<file path="src/rtl/shared_bus_if.sv">
// Bundle of N source lanes (req/data/last) plus the single shared valid/ready output bus.
// The arbiter takes the master side; the sources and the sink together form the slave side.
interface shared_bus_if #(
    parameter int N = 4,
    parameter int W = 8
);
    logic [N-1:0]   req;
    logic [N*W-1:0] data_in;
    logic [N-1:0]   last;
    logic           bus_ready;
    logic           bus_valid;
    logic [W-1:0]   bus_data;
    logic           bus_last;
    logic [N-1:0]   grant;
    logic           busy;

    modport master (
        input  req, data_in, last, bus_ready,
        output bus_valid, bus_data, bus_last, grant, busy
    );

    modport slave (
        output req, data_in, last, bus_ready,
        input  bus_valid, bus_data, bus_last, grant, busy
    );
endinterface

</file>
<file path="src/rtl/shared_bus_arbiter.sv">
// Round-robin arbiter: one requester at a time owns the shared valid/ready bus for a packet,
// capped at MAX_BEATS transfers, with one idle cycle between successive owners.
module shared_bus_arbiter #(
    parameter int N         = 4,
    parameter int W         = 8,
    parameter int MAX_BEATS = 16
) (
    input  logic         clk,
    input  logic         rst_n,
    shared_bus_if.master bus
);
    localparam int IW = $clog2(N);
    localparam int CW = $clog2(MAX_BEATS + 1);

    typedef enum logic {IDLE, OWN} state_t;

    state_t        state, state_next;
    logic [IW-1:0] owner, owner_next;
    logic [IW-1:0] rr_ptr, rr_next;
    logic [CW-1:0] beat_cnt, beat_next;

    logic          req_own;
    logic          last_own;
    logic [W-1:0]  data_own;
    logic          found;
    int            idx;

    always_ff @(posedge clk or negedge rst_n) begin
        if (!rst_n) begin
            state    <= IDLE;
            owner    <= '0;
            rr_ptr   <= '0;
            beat_cnt <= '0;
        end else begin
            state    <= state_next;
            owner    <= owner_next;
            rr_ptr   <= rr_next;
            beat_cnt <= beat_next;
        end
    end

    // Only the registered owner's lane is ever selected onto the shared bus.
    always_comb begin
        req_own  = 1'b0;
        last_own = 1'b0;
        data_own = '0;
        for (int i = 0; i < N; i++) begin
            if (owner == IW'(i)) begin
                req_own  = bus.req[i];
                last_own = bus.last[i];
                data_own = bus.data_in[i*W +: W];
            end
        end
    end

    always_comb begin
        state_next = state;
        owner_next = owner;
        rr_next    = rr_ptr;
        beat_next  = beat_cnt;
        found      = 1'b0;
        idx        = 0;
        case (state)
            IDLE: begin
                for (int k = 0; k < N; k++) begin
                    idx = int'(rr_ptr) + k;
                    if (idx >= N) idx = idx - N;
                    if (!found && bus.req[idx]) begin
                        found      = 1'b1;
                        owner_next = IW'(idx);
                    end
                end
                if (found) begin
                    state_next = OWN;
                    beat_next  = '0;
                end
            end
            OWN: begin
                // Abort, last beat, or the beat limit all hand the bus back through IDLE.
                if (!req_own || (bus.bus_ready && (last_own || beat_cnt == CW'(MAX_BEATS - 1)))) begin
                    state_next = IDLE;
                    beat_next  = '0;
                    rr_next    = (owner == IW'(N - 1)) ? '0 : owner + IW'(1);
                end else if (bus.bus_ready) begin
                    beat_next = beat_cnt + CW'(1);
                end
            end
            default: state_next = IDLE;
        endcase
    end

    always_comb begin
        bus.grant     = '0;
        bus.bus_valid = 1'b0;
        bus.bus_data  = '0;
        bus.bus_last  = 1'b0;
        bus.busy      = 1'b0;
        if (state == OWN) begin
            bus.busy      = 1'b1;
            bus.bus_valid = req_own;
            bus.bus_data  = data_own;
            bus.bus_last  = last_own;
            for (int i = 0; i < N; i++) begin
                bus.grant[i] = (owner == IW'(i));
            end
        end
    end
endmodule

</file>
<file path="src/flat_wrapper.sv">
// flat-port wrapper written by rule: the top's interface ports become plain ports
module shared_bus_arbiter_flat 
#(
    parameter int N         = 4,
    parameter int W         = 8,
    parameter int MAX_BEATS = 16
)
  (clk, rst_n, bus_req, bus_data_in, bus_last, bus_bus_ready, bus_bus_valid, bus_bus_data, bus_bus_last, bus_grant, bus_busy);
  shared_bus_if #(.N(N), .W(W)) bus_i ();
  input  logic clk;
  input  logic rst_n;
  input wire logic [$bits(bus_i.req)-1:0] bus_req;
  input wire logic [$bits(bus_i.data_in)-1:0] bus_data_in;
  input wire logic [$bits(bus_i.last)-1:0] bus_last;
  input wire logic [$bits(bus_i.bus_ready)-1:0] bus_bus_ready;
  output wire logic [$bits(bus_i.bus_valid)-1:0] bus_bus_valid;
  output wire logic [$bits(bus_i.bus_data)-1:0] bus_bus_data;
  output wire logic [$bits(bus_i.bus_last)-1:0] bus_bus_last;
  output wire logic [$bits(bus_i.grant)-1:0] bus_grant;
  output wire logic [$bits(bus_i.busy)-1:0] bus_busy;
  assign bus_i.req = bus_req;
  assign bus_i.data_in = bus_data_in;
  assign bus_i.last = bus_last;
  assign bus_i.bus_ready = bus_bus_ready;
  assign bus_bus_valid = bus_i.bus_valid;
  assign bus_bus_data = bus_i.bus_data;
  assign bus_bus_last = bus_i.bus_last;
  assign bus_grant = bus_i.grant;
  assign bus_busy = bus_i.busy;
  shared_bus_arbiter #(.N(N), .W(W), .MAX_BEATS(MAX_BEATS)) u_core (.clk(clk), .rst_n(rst_n), .bus(bus_i));
endmodule
</file>
<file path="config.mk">
export PLATFORM = sky130hd
export DESIGN_NAME = shared_bus_arbiter_flat
export DESIGN_NICKNAME = d
export VERILOG_FILES = /design/src/rtl/shared_bus_if.sv /design/src/rtl/shared_bus_arbiter.sv /design/src/flat_wrapper.sv
export SDC_FILE = /design/constraint.sdc
export NUM_CORES = 1
export LEC_CHECK = 0
export ABC_AREA = 0
export ABC_CLOCK_PERIOD_IN_PS = 2550
export CAP_MARGIN = 20
export CORE_UTILIZATION = 40
export CTS_BUF_LIST = sky130_fd_sc_hd__clkbuf_4
export CTS_CLUSTER_SIZE = 25
export DETAILED_ROUTE_END_ITERATION = 16
export GPL_ROUTABILITY_DRIVEN = 0
export GPL_TIMING_DRIVEN = 0
export PLACE_DENSITY = 0.82
export SLEW_MARGIN = 20
export SYNTH_ARGS = -nofsm -noshare
export SYNTH_HDL_FRONTEND = slang
export SYNTH_SLANG_ARGS = --single-unit
</file>
<file path="constraint.sdc">
create_clock -name clk -period 2.55 [get_ports clk]
set_input_delay 0.3825 -clock clk [delete_from_list [all_inputs] [get_ports clk]]
set_output_delay 0.3825 -clock clk [all_outputs]
set_load 0.01 [all_outputs]
</file>
# Yosys cells after proc, flatten, opt, wreduce, memory -nomap -nowiden
# Cells that the tools add are included.
# Widths: inputs -> output; s select.
# totals
register_bits	10
# classes
eq_ne	6
add_sub_neg	9
order_cmp	8
n_bitwise	1
reduce_logical	15
mux	57
# op_table
operator	count
$mux 32	8
$lt 32x4->1 const B	4
$ge 32x4->1 const B	3
$sub 32x4->32 const B	3
$mux 8	5
$mux 1	29
$mux 5	3
$mux 2	5
$pmux 5 s2	1
$bmux 1 s2	4
$add 2x2->3 const B	2
$reduce_and 2->1	3
$add 5x1->5 const B	1
$eq 5x4->1 const B	1
$eq 2x2->1 const B	2
$logic_and 1x1->1	4
$logic_not 1->1	4
$mux 4	1
$reduce_bool 4->1	1
$sub 2x3->4 const B	1
$add 2x1->3 const B	1
$ge 2x3->1 const B	1
$ne 3x3->1 const B	1
$add 2x1->2 const B	1
other kinds (6)	7

# Longest topological paths before layout
# Gate-level depths: netlist (run 1).
# logic_depth
ltp_word	22
mapped_depth	9
depth_no_buf	8

# Worst setup path before layout (run 1)
# Ideal clock, no wire load.
# synth_path
path_kind	reg2out
start	register u_core.owner[0]
end	output port bus_bus_data[0]
n_path_buf	1
path_slack_ns	0.608
arrival_time_ns	1.559
stages_incl_launch_ff	9
path_cell_list	dfrtp_1 inv_1 ha_1 nor2b_1 clkbuf_1 a221oi_1 nor3_1 a21oi_1 nor2b_1
# synth_between
elab_chain_cells	6
# synth_rtl
element	line_no	text
start, declared	shared_bus_arbiter.sv:18	logic [IW-1:0] owner, owner_next;
start signal, assigned	shared_bus_arbiter.sv:36	owner <= owner_next;
$logic_not 2->1	shared_bus_arbiter.sv:48	if (owner == IW'(i)) begin
$mux 8 (3 in a row)	shared_bus_arbiter.sv:48	
$mux 8 (*)	shared_bus_arbiter.sv:48	
$mux 8 (*)	shared_bus_arbiter.sv:98	if (state == OWN) begin
end, declared	flat_wrapper.sv:17	output wire logic [$bits(bus_i.bus_data)-1:0] bus_bus_data;
# Mark *: on every way between the ends. The rest lies on a longest branch, timed or not.

# Worst setup path in the final report (run 1)
# layout_path
start	register u_core.owner[0]
end	output port bus_bus_data[5]
# Same word-level chain as after synthesis.

==> results of run 1 <==
placed cells by master, fill, tap and decap left out, types with 5 or more instances in the layout:
cell type / instances
clkdlybuf4s50_1: 47
nor2b_1: 20
a21oi_1: 13
dfrtp_1: 10
nor3_1: 8
and2_1: 7
a221oi_2: 7
dlygate4sd2_1: 7
inv_1: 6
o21ai_0: 5
timing repair:
| item | in CTS | in global routing |
|---|---|---|
| pin swaps | 2 | 2 |
| setup buffers | 2 | 1 |
| endpoints found under the setup margin | 12 | 7 |
| hold buffers | 0 | 0 |
| gates resized for setup | 28 | 13 |
final timing paths:
kind	startpoint	to	slack [ns]	cells after the start
min reg2reg	u_core.beat_cnt[0]	u_core.beat_cnt[0]	0.50	1
max	u_core.owner[0]	bus_bus_data[5]	0.11	9
min	rst_n	u_core.rr_ptr[1]	0.43	1
max in group asynchronous	rst_n	u_core.beat_cnt[4]	1.83	1
max reg2reg	u_core.owner[0]	u_core.rr_ptr[0]	0.44	8
min in group clk	u_core.beat_cnt[0]	u_core.beat_cnt[0]	0.50	1
power by group through the flow:
stage	sequential, mW	combinational, mW	clock, mW
2_1_floorplan	0.263	0.808	0
3_3_place_gp	0.269	1.27	0
3_5_place_dp	0.272	1.31	0
4_1_cts	0.270	1.42	0.107
5_1_grt	0.279	1.62	0.112
6_report	0.270	1.50	0.101
kinds of logic after synthesis:
family | count (synthesis)
multiplexers | 3
AND/OR/NAND/NOR | 54
adder cells (fa/ha/maj) | 6
buffers and inverters | 16
AO/OA/AOI/OAI | 41
flip-flops | 10
final cells by class:
type,instances,share of cell area (%)
Timing Repair Buffer,60,32.1
Clock buffer,3,1.24
Tap cell,30,2.06
Multi-Input combinational cell,104,45.3
Sequential cell,10,13.7
Buffer,7,3.78
Inverter,9,1.85
state kept, by name, summed over array words and instances, names as in the netlist:
signal	count
u_core.owner	2
u_core.rr_ptr	2
u_core.state	1
u_core.beat_cnt	5
metrics by stage:
step	setup TNS (ns)	setup WS, ns
after global routing	-0.00185	-0.00185
after global placement	-0.227	-0.0506
after CTS	-0.0710	-0.0710
after floorplan	0	0.608
final	0	0.107
after detailed placement	-0.484	-0.0782
routing by layer:
layer | up-vias | routed length, um
met4 | 0 | 27
met5 | - | 0
met3 | 4 | 265
met1 | 560 | 1420
met2 | 55 | 1780
li1 | 610 | -
worst max-delay path: cells and delay by family, from the launching register on:
family / cells / cell delay, ns
AOI/OAI and AO/OA: 2 / 0.37
adders and majority gates: 1 / 0.22
buffers and inverters: 4 / 0.70
DFF: 1 / 0.38
and+or+nand+nor: 2 / 0.14
==> reports/results.ini, run 1 <==
[timing]
hold_violations=0
worstMarginPinSlew_ns=0.424
fin_hold_ws_ns=0.427
fmax_mhz=409
maxSlewHeadroom_pct=71.6
post-route-period-util_pct=95.8
finClkSkew_ns=0.00286
period_needed_ns=2.44
setup_viol=0
rsz0062_at_grt=true
slew_viol_final=0

[layout]
stdcell_count=223
final_cell_area_um2=1820
fin_util_pct=73.5
layout-drive-gt1-share_pct=18.7
syn_to_final_growth_pct=72.3
nNetsFinal=244
multi_input_area_um2=825
fillers=188
seq_area_um2=250
n_antenna_cell=0

[setup_path]
path_cells=inv_2 > ha_1 > buf_4 > clkbuf_8 > a221oi_1 > nor3_1 > a21oi_1 > nor2b_1 > dlygate4sd2_1
arrival_ns=2.06
slowest_stage=dfrtp_1
cp_max_fo=10
worst_path_largest_cell_delay_ns=0.38
required_ns=2.17
timing_worst_setup_path_type=flip-flop to output port
end_kind=output port
worst_setup_path_start_kind=flip-flop

[power]
seq_power_share_pct=14.4
swShare_pct=44.4
leakage_nw=0.768
p_per_area_nw_per_um2=1030
vdd_ir_drop_max_mv=0.754
switchingPower_mw=0.832
comb_power_share_pct=80.2
p_clk_share_pct=5.4
cellInternalPower_mw=1.04
power.total_mw=1.87

[synthesis]
syn-num-nets=179
synthAdderAreaFrac_pct=7.10
synth_most_common_cell=nor2b_1
synthFlopType=dfrtp_1
async_flop_share_pct=100
post_synth_num_cell_types=35
synth_xor_area_share_pct=0
synth.top_cells.by_count=nor2b_1 (20), a21oi_1 (13), dfrtp_1 (10)
synth_top_family_by_area=simple AND/OR/NAND/NOR gates
syn_area_per_cell_um2=8.13
synth_area_leaders=dfrtp_1 (24%), nor2b_1 (12%), a221oi_1 (7.5%)
synth_seq_cells=10
yosys.area_share.simple_pct=32.3
synthCells=130
synthMuxAreaShare_pct=3.08
syn-cell-area_um2=1060
ys_seq_area_share_pct=23.7
synth_edf_count=0
synth_compound_area_share_pct=26.6
ys_warn_count=0
yosys.area.top_type=dfrtp_1
synth.top_cell.area_share_pct=23.7

[global_route]
groute.layer.met3.usage_pct=3.74
grt_pass1_wl_um=5000
grt_use_met1_pct=26.1
grt_use_met2_pct=47.9
grt_pass1_vias=1159
antenna_found_initial=0
grt-ovfl-total=0
busiest_layer=met2
grt_start_max_net_pins=11
grt_usage_pct=24.4

[status]
status=completed

[floorplan]
coreArea_um2=2480
die_area_um2=2850
fp.dieH_um=53.4
ios=58
num_rows=18
die_x_um=53.4
start_util_pct=42.7

[clock_network]
clk_pin_slew_ns=0.06
cts_max_path_buffers=2
clock_latency_ns=0.26
cts.sink_count=10
cts_tree=done
clockRootBuffer=clkbuf_4
numCtsBuffers=3
cts_max_level=1

[routing]
drcViolationCount=0
drt_iter0_drc=28
ant_nets=0
routed_via_density=5.51
dr.pass1.iters=4
vias=1229
wl_per_cell_um=15.7
drt-total-wl_um=3500

[placement]
dpl_cell_area_um2=1670
portBuffers=57
place_hpwl_um=2500
dp_cells=217

[min_path]
min_path_type=primary input to async pin

[flow_run]
max_cap_violations=0

(Power assumes the default switching activity.)
==> run 2, diff against run 1 <==
Settings changed: CTS_CLUSTER_DIAMETER set to 30.
==> results of run 2 <==
Same layout as run 1: the final DEF is identical, and so are final timing and power.
==> run 3, diff against run 2 <==
Settings changed: CTS_CLUSTER_SIZE 25 to not set, GPL_ROUTABILITY_DRIVEN 0 to 1.
==> results of run 3 <==
Same layout as run 1: the final DEF is identical, and so are final timing and power.
